`config.mk`:
```
export PLATFORM = sky130hd
export DESIGN_NAME = coeff_token_packer
export DESIGN_NICKNAME = d
export VERILOG_FILES = /design/src/rtl/cavlc_pkg.sv /design/src/rtl/coeff_token_enc_lut.sv /design/src/rtl/coeff_token_packer.sv
export SDC_FILE = /design/constraint.sdc
export NUM_CORES = 1
export LEC_CHECK = 0
export CORE_AREA = 2 2 111 113
export CTS_CLUSTER_SIZE = 40
export DETAILED_ROUTE_END_ITERATION = 7
export DIE_AREA = 0 0 113 115
export PLACE_DENSITY_LB_ADDON = 0.25
export SETUP_SLACK_MARGIN = 0.1
export SLEW_MARGIN = 10
export SYNTH_ARGS = -nofsm -noshare
export SYNTH_HDL_FRONTEND = slang
export SYNTH_SLANG_ARGS = --single-unit
```
`constraint.sdc`:
```
create_clock -name Clk -period 4.8 [get_ports Clk]
set_input_delay 0.48 -clock Clk [delete_from_list [all_inputs] [get_ports Clk]]
set_output_delay 0.48 -clock Clk [all_outputs]
set_load 0.02 [all_outputs]
```
`src/rtl/cavlc_pkg.sv`:
```
// Shared types for the CAVLC coeff_token encoder/packer.
// Holds the symbol and codeword structs, the longest codeword length, the
// packer state encoding and two small helpers used by the LUT and the top.
package cavlc_pkg;

    localparam int CT_MAX_LEN = 16;

    typedef struct packed {
        logic [4:0] total_coeff;
        logic [1:0] trailing_ones;
    } ct_sym_t;

    typedef struct packed {
        logic [15:0] code;
        logic [4:0]  len;
    } ct_code_t;

    typedef enum logic {
        RUN   = 1'b0,
        FLUSH = 1'b1
    } ct_state_e;

    // Builds a codeword entry; code is right-aligned in its 16-bit field.
    function automatic ct_code_t ct_code(input logic [4:0] len, input logic [15:0] bits);
        ct_code_t c;
        c.code = bits;
        c.len  = len;
        return c;
    endfunction

    // A symbol is illegal when TrailingOnes exceeds min(TotalCoeff,3) or
    // TotalCoeff exceeds 16.
    function automatic logic ct_is_illegal(input ct_sym_t s);
        logic bad_tc;
        logic bad_t1;
        bad_tc = (s.total_coeff > 5'd16);
        bad_t1 = (s.total_coeff < 5'd3) && ({3'b000, s.trailing_ones} > s.total_coeff);
        return bad_tc | bad_t1;
    endfunction

endpackage

```
`src/rtl/coeff_token_enc_lut.sv`:
```
// coeff_token VLC lookup for the 0<=nC<2 table.
// Purely combinational. Any (TotalCoeff, TrailingOnes) pair that has no
// codeword returns Len=0 and Code=0, so the packer appends nothing for it.
module coeff_token_enc_lut
    import cavlc_pkg::*;
(
    input  logic [4:0]  total_coeff,
    input  logic [1:0]  trailing_ones,
    output logic [15:0] code,
    output logic [4:0]  len
);

    ct_code_t c;

    // Table lookup keyed on {TotalCoeff, TrailingOnes}.
    always_comb begin
        c = ct_code(5'd0, 16'd0);
        case ({total_coeff, trailing_ones})
            {5'd0,  2'd0}: c = ct_code(5'd1,  16'd1);
            {5'd1,  2'd0}: c = ct_code(5'd6,  16'd5);
            {5'd1,  2'd1}: c = ct_code(5'd2,  16'd1);
            {5'd2,  2'd0}: c = ct_code(5'd8,  16'd7);
            {5'd2,  2'd1}: c = ct_code(5'd6,  16'd4);
            {5'd2,  2'd2}: c = ct_code(5'd3,  16'd1);
            {5'd3,  2'd0}: c = ct_code(5'd9,  16'd7);
            {5'd3,  2'd1}: c = ct_code(5'd8,  16'd6);
            {5'd3,  2'd2}: c = ct_code(5'd7,  16'd5);
            {5'd3,  2'd3}: c = ct_code(5'd5,  16'd3);
            {5'd4,  2'd0}: c = ct_code(5'd10, 16'd7);
            {5'd4,  2'd1}: c = ct_code(5'd9,  16'd6);
            {5'd4,  2'd2}: c = ct_code(5'd8,  16'd5);
            {5'd4,  2'd3}: c = ct_code(5'd6,  16'd3);
            {5'd5,  2'd0}: c = ct_code(5'd11, 16'd7);
            {5'd5,  2'd1}: c = ct_code(5'd10, 16'd6);
            {5'd5,  2'd2}: c = ct_code(5'd9,  16'd5);
            {5'd5,  2'd3}: c = ct_code(5'd7,  16'd4);
            {5'd6,  2'd0}: c = ct_code(5'd13, 16'd15);
            {5'd6,  2'd1}: c = ct_code(5'd11, 16'd6);
            {5'd6,  2'd2}: c = ct_code(5'd10, 16'd5);
            {5'd6,  2'd3}: c = ct_code(5'd8,  16'd4);
            {5'd7,  2'd0}: c = ct_code(5'd13, 16'd11);
            {5'd7,  2'd1}: c = ct_code(5'd13, 16'd14);
            {5'd7,  2'd2}: c = ct_code(5'd11, 16'd5);
            {5'd7,  2'd3}: c = ct_code(5'd9,  16'd4);
            {5'd8,  2'd0}: c = ct_code(5'd13, 16'd8);
            {5'd8,  2'd1}: c = ct_code(5'd13, 16'd10);
            {5'd8,  2'd2}: c = ct_code(5'd13, 16'd13);
            {5'd8,  2'd3}: c = ct_code(5'd10, 16'd4);
            {5'd9,  2'd0}: c = ct_code(5'd14, 16'd15);
            {5'd9,  2'd1}: c = ct_code(5'd14, 16'd14);
            {5'd9,  2'd2}: c = ct_code(5'd13, 16'd9);
            {5'd9,  2'd3}: c = ct_code(5'd11, 16'd4);
            {5'd10, 2'd0}: c = ct_code(5'd14, 16'd11);
            {5'd10, 2'd1}: c = ct_code(5'd14, 16'd10);
            {5'd10, 2'd2}: c = ct_code(5'd14, 16'd13);
            {5'd10, 2'd3}: c = ct_code(5'd13, 16'd12);
            {5'd11, 2'd0}: c = ct_code(5'd15, 16'd15);
            {5'd11, 2'd1}: c = ct_code(5'd15, 16'd14);
            {5'd11, 2'd2}: c = ct_code(5'd14, 16'd9);
            {5'd11, 2'd3}: c = ct_code(5'd14, 16'd12);
            {5'd12, 2'd0}: c = ct_code(5'd15, 16'd11);
            {5'd12, 2'd1}: c = ct_code(5'd15, 16'd10);
            {5'd12, 2'd2}: c = ct_code(5'd15, 16'd13);
            {5'd12, 2'd3}: c = ct_code(5'd14, 16'd8);
            {5'd13, 2'd0}: c = ct_code(5'd16, 16'd15);
            {5'd13, 2'd1}: c = ct_code(5'd15, 16'd1);
            {5'd13, 2'd2}: c = ct_code(5'd15, 16'd9);
            {5'd13, 2'd3}: c = ct_code(5'd15, 16'd12);
            {5'd14, 2'd0}: c = ct_code(5'd16, 16'd11);
            {5'd14, 2'd1}: c = ct_code(5'd16, 16'd14);
            {5'd14, 2'd2}: c = ct_code(5'd16, 16'd13);
            {5'd14, 2'd3}: c = ct_code(5'd15, 16'd8);
            {5'd15, 2'd0}: c = ct_code(5'd16, 16'd7);
            {5'd15, 2'd1}: c = ct_code(5'd16, 16'd10);
            {5'd15, 2'd2}: c = ct_code(5'd16, 16'd9);
            {5'd15, 2'd3}: c = ct_code(5'd16, 16'd12);
            {5'd16, 2'd0}: c = ct_code(5'd16, 16'd4);
            {5'd16, 2'd1}: c = ct_code(5'd16, 16'd6);
            {5'd16, 2'd2}: c = ct_code(5'd16, 16'd5);
            {5'd16, 2'd3}: c = ct_code(5'd16, 16'd8);
            default:       c = ct_code(5'd0,  16'd0);
        endcase
    end

    assign code = c.code;
    assign len  = c.len;

endmodule

```
`src/rtl/coeff_token_packer.sv`:
```
// CAVLC coeff_token encoder and MSB-first bit packer (0<=nC<2 table).
// Optional feature macro: CT_ERR_CHECK_EN -- when defined, illegal symbols are
// accepted but not packed and ErrIllegal pulses; otherwise ErrIllegal is 0.
//
// Handshakes: a transfer happens on a rising edge where valid and ready are
// both high; valid never waits on ready, and a source holds its payload stable
// while valid is high and ready is low. InReady and all outputs are registered.
//
// Accumulator is OUT_W+16 bits, first-coded bit at the MSB. Symbols are only
// accepted while fewer than OUT_W bits are held, and a word is only offered
// while at least OUT_W bits are held, so push and pop never coincide.
module coeff_token_packer
    import cavlc_pkg::*;
#(
    parameter int OUT_W = 32
)
(
    input  logic             Clk,
    input  logic             nReset,
    input  logic             InValid,
    output logic             InReady,
    input  logic [4:0]       TotalCoeff,
    input  logic [1:0]       TrailingOnes,
    input  logic             FlushReq,
    output logic             OutValid,
    input  logic             OutReady,
    output logic [OUT_W-1:0] OutWord,
    output logic [5:0]       OutBits,
    output logic             OutLast,
    output logic             FlushDone,
    output logic             ErrIllegal,
    output logic             DbgState
);

    localparam int ACC_W = OUT_W + CT_MAX_LEN;
    localparam int CNT_W = $clog2(OUT_W + CT_MAX_LEN + 1);
    localparam logic [CNT_W-1:0] WORD_CNT = CNT_W'(OUT_W);

    ct_state_e          state_q, state_d;
    logic [ACC_W-1:0]   acc_q, acc_d;
    logic [CNT_W-1:0]   cnt_q, cnt_d;
    logic               in_ready_q, in_ready_d;
    logic               out_valid_q, out_valid_d;
    logic [OUT_W-1:0]   out_word_q, out_word_d;
    logic [5:0]         out_bits_q, out_bits_d;
    logic               out_last_q, out_last_d;
    logic               flush_done_q, flush_done_d;
    logic               err_q, err_d;

    logic [15:0]           lut_code;
    logic [4:0]            lut_len;
    logic [CT_MAX_LEN-1:0] code_left;
    logic [ACC_W-1:0]      push_vec;
    logic                  accept;
    logic                  pop;

    coeff_token_enc_lut u_lut (
        .total_coeff   (TotalCoeff),
        .trailing_ones (TrailingOnes),
        .code          (lut_code),
        .len           (lut_len)
    );

    // Left-justify the codeword, then drop it just below the bits already held.
    always_comb begin
        code_left = lut_code << (5'(CT_MAX_LEN) - lut_len);
        push_vec  = {code_left, {OUT_W{1'b0}}} >> cnt_q;
    end

`ifdef CT_ERR_CHECK_EN
    ct_sym_t sym;
    logic    illegal;

    // Legality of the symbol currently presented.
    always_comb begin
        sym.total_coeff   = TotalCoeff;
        sym.trailing_ones = TrailingOnes;
        illegal           = ct_is_illegal(sym);
    end
`endif

    // Next-state: push/pop on the accumulator, FSM, then registered outputs
    // derived from the next accumulator contents.
    always_comb begin
        state_d      = state_q;
        acc_d        = acc_q;
        cnt_d        = cnt_q;
        flush_done_d = 1'b0;
        err_d        = 1'b0;
        in_ready_d   = 1'b0;
        out_valid_d  = 1'b0;
        out_word_d   = '0;
        out_bits_d   = '0;
        out_last_d   = 1'b0;

        accept = InValid & in_ready_q;
        pop    = out_valid_q & OutReady;

        if (accept) begin
`ifdef CT_ERR_CHECK_EN
            if (illegal) begin
                err_d = 1'b1;
            end else begin
                acc_d = acc_q | push_vec;
                cnt_d = cnt_q + CNT_W'(lut_len);
            end
`else
            acc_d = acc_q | push_vec;
            cnt_d = cnt_q + CNT_W'(lut_len);
`endif
        end

        if (pop) begin
            if (out_last_q) begin
                acc_d        = '0;
                cnt_d        = '0;
                state_d      = RUN;
                flush_done_d = 1'b1;
            end else begin
                acc_d = acc_q << OUT_W;
                cnt_d = cnt_q - WORD_CNT;
            end
        end

        case (state_q)
            RUN: begin
                if (FlushReq) begin
                    state_d = FLUSH;
                end
            end
            FLUSH: begin
                // Nothing left to emit: finish the flush straight away.
                if (cnt_q == '0) begin
                    state_d      = RUN;
                    flush_done_d = 1'b1;
                end
            end
            default: state_d = RUN;
        endcase

        if (cnt_d >= WORD_CNT) begin
            out_valid_d = 1'b1;
            out_word_d  = acc_d[ACC_W-1 -: OUT_W];
            out_bits_d  = 6'(OUT_W);
        end else if (state_d == FLUSH && cnt_d != '0) begin
            out_valid_d = 1'b1;
            out_word_d  = acc_d[ACC_W-1 -: OUT_W];
            out_bits_d  = 6'(cnt_d);
            out_last_d  = 1'b1;
        end

        if (state_d == RUN) begin
            in_ready_d = (cnt_d < WORD_CNT);
        end
    end

    // State and output registers with synchronous active-low reset.
    always_ff @(posedge Clk) begin
        if (!nReset) begin
            state_q      <= RUN;
            acc_q        <= '0;
            cnt_q        <= '0;
            in_ready_q   <= 1'b0;
            out_valid_q  <= 1'b0;
            out_word_q   <= '0;
            out_bits_q   <= '0;
            out_last_q   <= 1'b0;
            flush_done_q <= 1'b0;
            err_q        <= 1'b0;
        end else begin
            state_q      <= state_d;
            acc_q        <= acc_d;
            cnt_q        <= cnt_d;
            in_ready_q   <= in_ready_d;
            out_valid_q  <= out_valid_d;
            out_word_q   <= out_word_d;
            out_bits_q   <= out_bits_d;
            out_last_q   <= out_last_d;
            flush_done_q <= flush_done_d;
            err_q        <= err_d;
        end
    end

    assign InReady    = in_ready_q;
    assign OutValid   = out_valid_q;
    assign OutWord    = out_word_q;
    assign OutBits    = out_bits_q;
    assign OutLast    = out_last_q;
    assign FlushDone  = flush_done_q;
    assign ErrIllegal = err_q;
    assign DbgState   = (state_q == FLUSH);

endmodule
```
=== Yosys cells after proc, flatten, opt, wreduce, memory -nomap -nowiden ===
Memory sizes are Yosys's and may differ from the RTL's.
Cells that the tools add are included.

* Memories kept: 1
* Bits in read-only memories: 1152
* Register bits: 97
* Logic and storage cells: 53

{| class="wikitable"
|+ Memories
! memory !! words !! bits a word !! read ports !! clocked after memory_dff !! wr ports !! RTL line !! source
|-
| (no name shown) || 128 || 9 || 1 || 0 || 0 || coeff_token_enc_lut.sv:18 || <nowiki>case ({total_coeff, trailing_ones})</nowiki>
|}

* Mux-type cells: 21
* Bitwise logic cells: 6
* $lt $le $gt $ge: 2
* Shift-type cells: 2
* Reduce and logical (&&, ||, !) cells: 7
* $add $sub $neg: 3

{| class="wikitable"
|+ Operators by type and width
! operator !! count
|-
| 48-bit two-way mux || 3
|-
| 32-bit two-way mux || 2
|-
| 48-bit bitwise OR || 1
|-
| 48-bit by 6-bit >> shifter with 48-bit output || 1
|-
| 6-bit two-way mux || 5
|-
| 16-bit by 5-bit left shift with 16-bit output || 1
|-
| 1-bit two-way mux || 10
|-
| 6-bit by 5-bit adder with 6-bit output || 1
|-
| 6-bit greater-or-equal comparator, second input constant || 1
|-
| 6-bit logical NOT || 1
|-
| 6-bit less-than comparator, second input constant || 1
|-
| 6-bit nonzero test || 1
|-
| 6-bit subtractor, second input constant || 1
|-
| 5-bit subtractor, first input constant || 1
|-
| 2-bit OR reduction || 2
|-
| 1-bit inverter || 3
|-
| 3-bit OR reduction || 1
|-
| 1-bit AND || 2
|-
| 1-bit case mux with 2 select lines || 1
|-
| 2-bit nonzero test || 1
|-
| 1-bit logical AND || 1
|}

=== Depth between registers and ports, before layout ===
Gate-level depths: netlist of run 1.
An unclocked memory read counts as a cell.

* Depth in word-level cells: 9
* Mapped depth: 21

=== By module ===
From an unflattened synthesis of run 1, not the netlist that was laid out.

* Cells, all modules: 841
* Area total of the unflattened synthesis: 6849.1 um2

{| class="wikitable"
|+ Modules (own cells, without submodules)
! module !! times used !! cells an instance !! area an instance (um2)
|-
| coeff_token_packer || 1 || 701 || 5915.7
|-
| coeff_token_enc_lut || 1 || 140 || 933.4
|}

=== Worst setup path before layout of run 1 ===
No wires, ideal clock.

* Kind: input-to-reg
* Start: in TrailingOnes[0]
* End: reg acc_q[31]
* Arrival time: 4.395 ns
* Data required time: 4.707 ns
* Library setup time: 0.093 ns
* Path slack: 0.312 ns
* Buffers on the path: 3
* Stages: 18
* Path through: ha_1 -> nor2b_1 -> a211o_1 -> a311oi_2 -> o21a_4 -> inv_2 -> buf_6 -> ha_1 -> clkbuf_1 -> clkbuf_1 -> nor2_1 -> o21ai_1 -> nand2_1 -> mux2_2 -> o32a_2 -> a22o_1 -> and2_1 -> o32ai_1

* Word-level cells in the longest chain between the ends: 7

{| class="wikitable"
|+ RTL lines
! item !! RTL line !! source
|-
| start: declaration || coeff_token_packer.sv:23 || <nowiki>input logic [1:0] TrailingOnes,</nowiki>
|-
| memory read 128 x 9 bit (*) || n/a ||
|-
| 5-bit subtractor || coeff_token_packer.sv:66 || <nowiki>code_left = lut_code << (5'(CT_MAX_LEN) - lut_len);</nowiki>
|-
| 16-bit by 5-bit left shift with 16-bit output (*) || coeff_token_packer.sv:66 ||
|-
| 48-bit by 6-bit >> shifter with 48-bit output (*) || coeff_token_packer.sv:67 || <nowiki>push_vec = {code_left, {OUT_W{1'b0}}} >> cnt_q;</nowiki>
|-
| 48-bit bitwise OR (*) || coeff_token_packer.sv:108 || <nowiki>acc_d = acc_q | push_vec;</nowiki>
|-
| 48-bit two-way mux (*) || coeff_token_packer.sv:99 || <nowiki>if (accept) begin</nowiki>
|-
| 48-bit two-way mux (*) || coeff_token_packer.sv:113 || <nowiki>if (pop) begin</nowiki>
|-
| end signal: assignment || coeff_token_packer.sv:161 || <nowiki>acc_q <= '0;</nowiki>
|-
| end signal: assignment || coeff_token_packer.sv:172 || <nowiki>acc_q <= acc_d;</nowiki>
|-
| end: declaration || coeff_token_packer.sv:40 || <nowiki>logic [ACC_W-1:0] acc_q, acc_d;</nowiki>
|}

Mark *: on every way between the ends. The rest lies on a longest branch, timed or not. The select of a mux whose other input is x is not followed.
A chain may end at the register's enable or synchronous reset.

=== Worst setup path in the final report of run 1 ===
* Start: in TotalCoeff[0]
* End: reg acc_q[32]

* Word-level cells in the longest chain between the ends: 7

{| class="wikitable"
|+ RTL lines
! item !! RTL line !! source
|-
| start: declaration || coeff_token_packer.sv:22 || <nowiki>input logic [4:0] TotalCoeff,</nowiki>
|-
| memory read 128 x 9 bit (*) || n/a ||
|-
| 5-bit subtractor || coeff_token_packer.sv:66 ||
|-
| 16-bit by 5-bit left shift with 16-bit output (*) || coeff_token_packer.sv:66 ||
|-
| 48-bit by 6-bit >> shifter with 48-bit output (*) || coeff_token_packer.sv:67 ||
|-
| 48-bit bitwise OR (*) || coeff_token_packer.sv:108 ||
|-
| 48-bit two-way mux (*) || coeff_token_packer.sv:99 ||
|-
| 48-bit two-way mux (*) || coeff_token_packer.sv:113 ||
|}

Marks and branches as above.

==> results of run 1 <==
[kinds of logic (layout without fill, tap and decap cells)]
kind of cell | after synthesis | in the layout | share of synthesized area [%]
buffers and inverters | 81 | 219 | 5.495
DFF | 97 | 97 | 30.46
muxes | 24 | 24 | 4.357
xor gates and xnor gates | 5 | 5 | 0.8049
AOI/OAI and AO/OA | 290 | 290 | 34.45
adders and majority gates | 14 | 14 | 2.866
and+or+nand+nor | 288 | 288 | 21.51
other | 1 | 1 | 0.05882
[worst register-to-register path, cell delays in order, from the launching register on]
cell      delay, ns
dfxtp_1        0.59
clkinv_1       0.60
a21oi_1        0.51
nor4_1         0.14
a311oi_2       0.33
o32a_2         0.28
a22o_1         0.21
o21ai_1        0.15
a221o_1        0.33
[state kept, by name (all words and copies together) (netlist names)]
name and count:
acc_q 48, OutWord 32, OutBits 6, cnt_q 6, DbgState 1, FlushDone 1, InReady 1, OutLast 1
OutValid 1
[through the flow]
step | total power [W] | util, %
after floorplan | 0.001327 | -
after global placement | 0.001642 | 65.60
after detailed placement | 0.001648 | 65.60
after CTS | 0.002346 | 68.15
after global routing | 0.002503 | 70.07
final | 0.002422 | 70.07
[cell type report]
type,instances,area share (%)
Clock buffer,10,2.887
Clock inverter,6,0.7407
Inverter,29,1.361
Multi-Input combinational cell,622,51.66
Sequential cell,97,23.46
Tap cell,147,2.222
Timing Repair Buffer,174,17.67
[per-layer routing]
layer,GRT usage [%],wire length (um),up-vias
li1,-,-,3337
met1,48.94,9610,3431
met2,51.94,9971,591
met3,6.800,2864,90
met4,13.74,911,0
met5,0,0,-
[worst paths after layout]
kind                 startpoint   endpoint  slack [ns]  cells after the start
hold reg to reg       acc_q[16]  acc_q[16]        0.47                      2
setup reg to reg       cnt_q[2]   acc_q[7]        1.56                      8
setup / recovery  TotalCoeff[0]  acc_q[32]        0.37                     15
hold / removal        acc_q[16]  acc_q[16]        0.47                      2
[cells in the final DEF, fill, tap and decap left out, drive strengths merged, types with 14 or more instances in the layout]
cell           synthesis  routed
o211ai                14      14
nand3                 29      29
a221oi                14      14
o21ai                 46      46
clkdlybuf4s50          0      52
dfxtp                 97      97
a21oi                 40      40
o22ai                 19      19
inv                   23      26
nor2                  91      91
buf                   14     120
nand2                 73      73
a31oi                 29      29
nor3                  21      21
[power by group]
| group | internal, W | total (W) | switching, W |
|---|---|---|---|
| Sequential | 0.000829 | 0.000844 | 0.0000143 |
| Combinational | 0.000335 | 0.000867 | 0.000532 |
| Clock | 0.000378 | 0.000711 | 0.000333 |
| Total | 0.00154 | 0.00242 | 0.000880 |
[what timing repair did]
action,4_1_cts,5_1_grt
gates resized for setup,0,40
setup endpoints to repair,0,70
buffers inserted,0,3
==> metrics.csv, run 1 <==
stage;metric;value;unit
run_status;status;finished, violations left;
run_status;failing checks;design-rule violations;
timing;Slew HR;40.97;%
final_layout;post-route cell area;8277;um^2
floorplan;Total Die Area;13000;um^2
synth;top-area cell type share of the netlist area;30.46;%
timing;Final period util;92.33;%
floorplan;number of placement rows;40;
setup_path;CP peak stage delay;0.56;ns
final_layout;area of the multi-input gates;4275;um^2
synth;unique cell type count in the Yosys netlist;99;
clocking;CTS Hold Bufs;0;
global_routing;total global routing overflow;0;
floorplan;DIE WIDTH;113;um
min_path;Hold/Removal Path Class;flop to flop;
global_routing;initial antenna violation count;0;
synth;top post-synthesis cells by area;dfxtp_1, nor2_1, nand2_1;
synth;total number of yosys warnings;0;
detailed_routing;via count;7449;
setup_path;Worst path most repeated cell;buf_4;
power_and_ir_drop;P per Cell Area;292.6;nW/um^2
timing;Worst-Margin Slew;0.8834;ns
setup_path;Worst setup SP type;primary input;
setup_path;critical path, cell by cell;clkdlybuf4s50_1 > buf_4 > mux2_2 > a2111oi_4 > a311o_1 > o211ai_1 > xor2_2 > nand3_2 > o41ai_1 > o31ai_1 > a211oi_2 > buf_4 > mux2i_2 > buf_4 > o211ai_1;
synth;Seq cells post-synth;97;
clocking;CTS sink count;97;
setup_path;CP delay by family, top;compound AO/OA/AOI/OAI gates;
setup_path;Max FO, Critical Path;14;
floorplan;Core Box Area;11810;um^2
flow_run;MaxCap Viol Count;0;
place;Placed Cells incl. Taps;1066;
setup_path;CP Class;primary input to flop;
global_routing;vias in the first global route;6776;
clocking;Inserted Clock Buffers;9;
detailed_routing;WL/cell;21.53;um
synth;mapped cell area;6375;um^2
place;RePlAce Congestion;1.036;
clocking;Root Driver;clkbuf_16;
final_layout;diode count;0;
clocking;Clock Latency Late Sink;0.35;ns
timing;Slew Limit Fails;0;
synth;ys async rst share;0;%
clocking;htree depth;3;
setup_path;Worst EP required;5.07;ns
final_layout;number of fill cells;939;
synth;average cell area after synthesis;7.969;um^2
place;DPL Wire Length;17.01;mm
setup_path;Worst Path Buf+Inv;4;
power_and_ir_drop;Max VDD drop;0.2236;mV
final_layout;Seq. cell area;1942;um^2
timing;Final Skew;0.005821;ns
final_layout;final non-filler cell total;1085;
detailed_routing;DR DRC count;9;
timing;max frequency;0.2257;GHz
place;Setup WS pre-CTS;-0.1933;ns
setup_path;Crit-path slowest cell;o41ai_1;
timing;Setup WS post-layout;0.3684;ns
floorplan;Initial Utilization;53.97;%
clocking;Reg clk slew, reported paths;0.07;ns
synth;area leader, netlist;dfxtp_1;
synth;count of flip-flops with a built-in enable after synthesis;0;
final_layout;area grow syn2layout;29.83;%
place;PortBufs;54;
global_routing;GR Util All Layers;34.56;%
synth;sequential area share after synthesis;30.46;%
global_routing;first-pass GRT wire length;35.74;mm
synth;Commonest cells post-synth;dfxtp_1, nor2_1, nand2_1;
timing;setup TNS;0;ns
place;cell area after placement;7749;um^2
detailed_routing;router iterations before antenna repair;8;
clocking;TritonCTS clock tree;built;
power_and_ir_drop;LEAKAGE;3.154;nW
global_routing;largest net degree at the start of global routing;38;
detailed_routing;ANT nets after route;0;
timing;final hold vios;0;
synth;syn_nets;826;
timing;RSZ-0062 raised after global routing;false;
timing;# setup viols final;0;
clocking;maximum buffer depth of the clock tree;2;
floorplan;Die Ht;115;um
floorplan;IO Count;56;
detailed_routing;Iteration-0 DRC Markers;1117;
final_layout;share of cells above drive strength 1;23.13;%
synth;count leader, synth;dfxtp_1;
timing;fin crit period;4.432;ns
final_layout;post-layout net count;959;
detailed_routing;Via density;6.865;
timing;WHS;0.4655;ns
synth;ys flop type;dfxtp_1;
setup_path;Worst Setup End Kind;flop;
synth;Syn Inst Count;800;
detailed_routing;Post-Route WL;23.36;mm
setup_path;arrival time worst endpoint;4.70;ns
Power figures use the tool's default switching activity.
==> run 2: changes to the inputs <==
--- a/config.mk
+++ b/config.mk
@@ -5,6 +5,7 @@
 export SDC_FILE = /design/constraint.sdc
 export NUM_CORES = 1
 export LEC_CHECK = 0
+export CAP_MARGIN = 20
 export CORE_AREA = 2 2 111 113
 export CTS_CLUSTER_SIZE = 40
 export DETAILED_ROUTE_END_ITERATION = 7
==> results of run 2 <==
No change in the layout: final DEF, timing and power equal those of run 1.
==> RTL edit: new RTL, flow settings as in run 2 <==
Change the parameter `OUT_W` from 32 to 16.
--- a/src/rtl/coeff_token_packer.sv
+++ b/src/rtl/coeff_token_packer.sv
@@ -12,7 +12,7 @@
 module coeff_token_packer
     import cavlc_pkg::*;
 #(
-    parameter int OUT_W = 32
+    parameter int OUT_W = 16
 )
 (
     input  logic             Clk,
Interface: changed (resized OutWord); port bits go from 56 to 40. The function was not compared with the original's and may differ.
==> RTL edit against run 2 <==
- design area fell by 18%
- clock power down 16%
- clock skew is 0.00052 ns higher
- the run still ends with design-rule violations left
- synthesized area fell by 17%
- register-to-register slack got worse by 0.29 ns
- total power decreased by 13%
- worst setup slack worse by 0.077 ns
- global-route usage shrank 9.1 points
- hold slack better by 0.021 ns
- sequential cell count decreased by 32
- routed wire length decreased by 29%
- count of clock-buffer cells in the layout rose by 4
- highest routed layer unchanged
==> RTL edit: results (changes against run 2) <==
.. list-table::
   :header-rows: 1

   * - Metric
     - Value
   * - Result of the run
     - finished, violations left (unchanged)
   * - Failing checks
     - design-rule violations (unchanged)
   * - Placed cell count
     - 909 (was 1066)
   * - Max reg flops
     - 32 (was 48)
   * - Leading cell types by total area after synthesis
     - sky130_fd_sc_hd__dfxtp_1, sky130_fd_sc_hd__a21oi_1, sky130_fd_sc_hd__ha_1 (was sky130_fd_sc_hd__dfxtp_1, sky130_fd_sc_hd__nor2_1, sky130_fd_sc_hd__nand2_1)
   * - Pre-CTS setup slack
     - -0.2514 ns (was -0.1933 ns)
   * - Non-clock inverter count
     - 30 (was 29)
   * - Area of combinational cells with multiple inputs
     - 3716 um^2 (was 4275 um^2)
   * - Placed inst area
     - 6415 um^2 (was 7749 um^2)
   * - Worst stage delay on the critical path
     - 0.54 ns (was 0.56 ns)
   * - Proportion of synthesized chip area in sequential cells
     - 0.2469 (was 0.3046)
   * - Area overhead of the layout relative to synthesis
     - 28.98% (was 29.83%)
   * - Multi-input gates
     - 522 (was 622)
   * - Slowest cell on the critical path
     - sky130_fd_sc_hd__or4_1 (was sky130_fd_sc_hd__o41ai_1)
   * - Clk slew on worst S/H paths
     - 0.05 ns (was 0.07 ns)
   * - Top cells by count, synth
     - sky130_fd_sc_hd__dfxtp_1, sky130_fd_sc_hd__a21oi_1, sky130_fd_sc_hd__nand2_1, sky130_fd_sc_hd__nor2_1, sky130_fd_sc_hd__o21ai_0 (was sky130_fd_sc_hd__dfxtp_1, sky130_fd_sc_hd__nor2_1, sky130_fd_sc_hd__nand2_1, sky130_fd_sc_hd__a21oi_1, sky130_fd_sc_hd__clkbuf_1)
   * - Post-Synth Adder-Cell Area
     - 0.03703 (was 0.02866)
   * - Standby leakage power
     - 0.002754 uW (was 0.003154 uW)
   * - Vias in the first global route
     - 5357 (was 6776)
   * - Vias per Instance
     - 6.120 (was 6.865)
   * - Drt initial violations
     - 545 (was 1117)
   * - First-pass GRT wire length
     - 27100 um (was 35740 um)
   * - Fraction of met2 tracks used by global routing
     - 0.4168 (was 0.5194)
   * - Arrival time of data at the critical path endpoint
     - 4.74 ns (was 4.70 ns)
   * - Number of nets at the end of the flow
     - 801 (was 959)
   * - Area share of xor/xnor cells in the synthesized design
     - 0.01116 (was 0.008047)
   * - DRC violation count after routing
     - 5 (was 9)
==> RTL edit: cell count changes in the layout (fill, tap and decap cells not counted), moves of 11 or more <==
cell,delta
sky130_fd_sc_hd__clkdlybuf4s50_1,-16
sky130_fd_sc_hd__nand2_1,-28
sky130_fd_sc_hd__buf_4,-11
sky130_fd_sc_hd__nor2_1,-44
sky130_fd_sc_hd__dfxtp_1,-32
sky130_fd_sc_hd__a31oi_1,-19
sky130_fd_sc_hd__a21oi_1,+12
sky130_fd_sc_hd__nor2b_1,+11
sky130_fd_sc_hd__nand3_1,-16
==> RTL edit: worst paths after layout <==
path	start	slack (ns)	end	cells past startpoint
min reg2reg	acc_q[0]	0.49	acc_q[0]	2
max reg2reg	cnt_q[1]	1.27	OutWord[7]	12
min	acc_q[0]	0.49	acc_q[0]	2
max	TotalCoeff[0]	0.29	OutWord[7]	18
==> RTL edit: report_power, final <==
group          internal, uW  switching, uW
logic                   369            519
registers               580           31.5
clock network           377            222
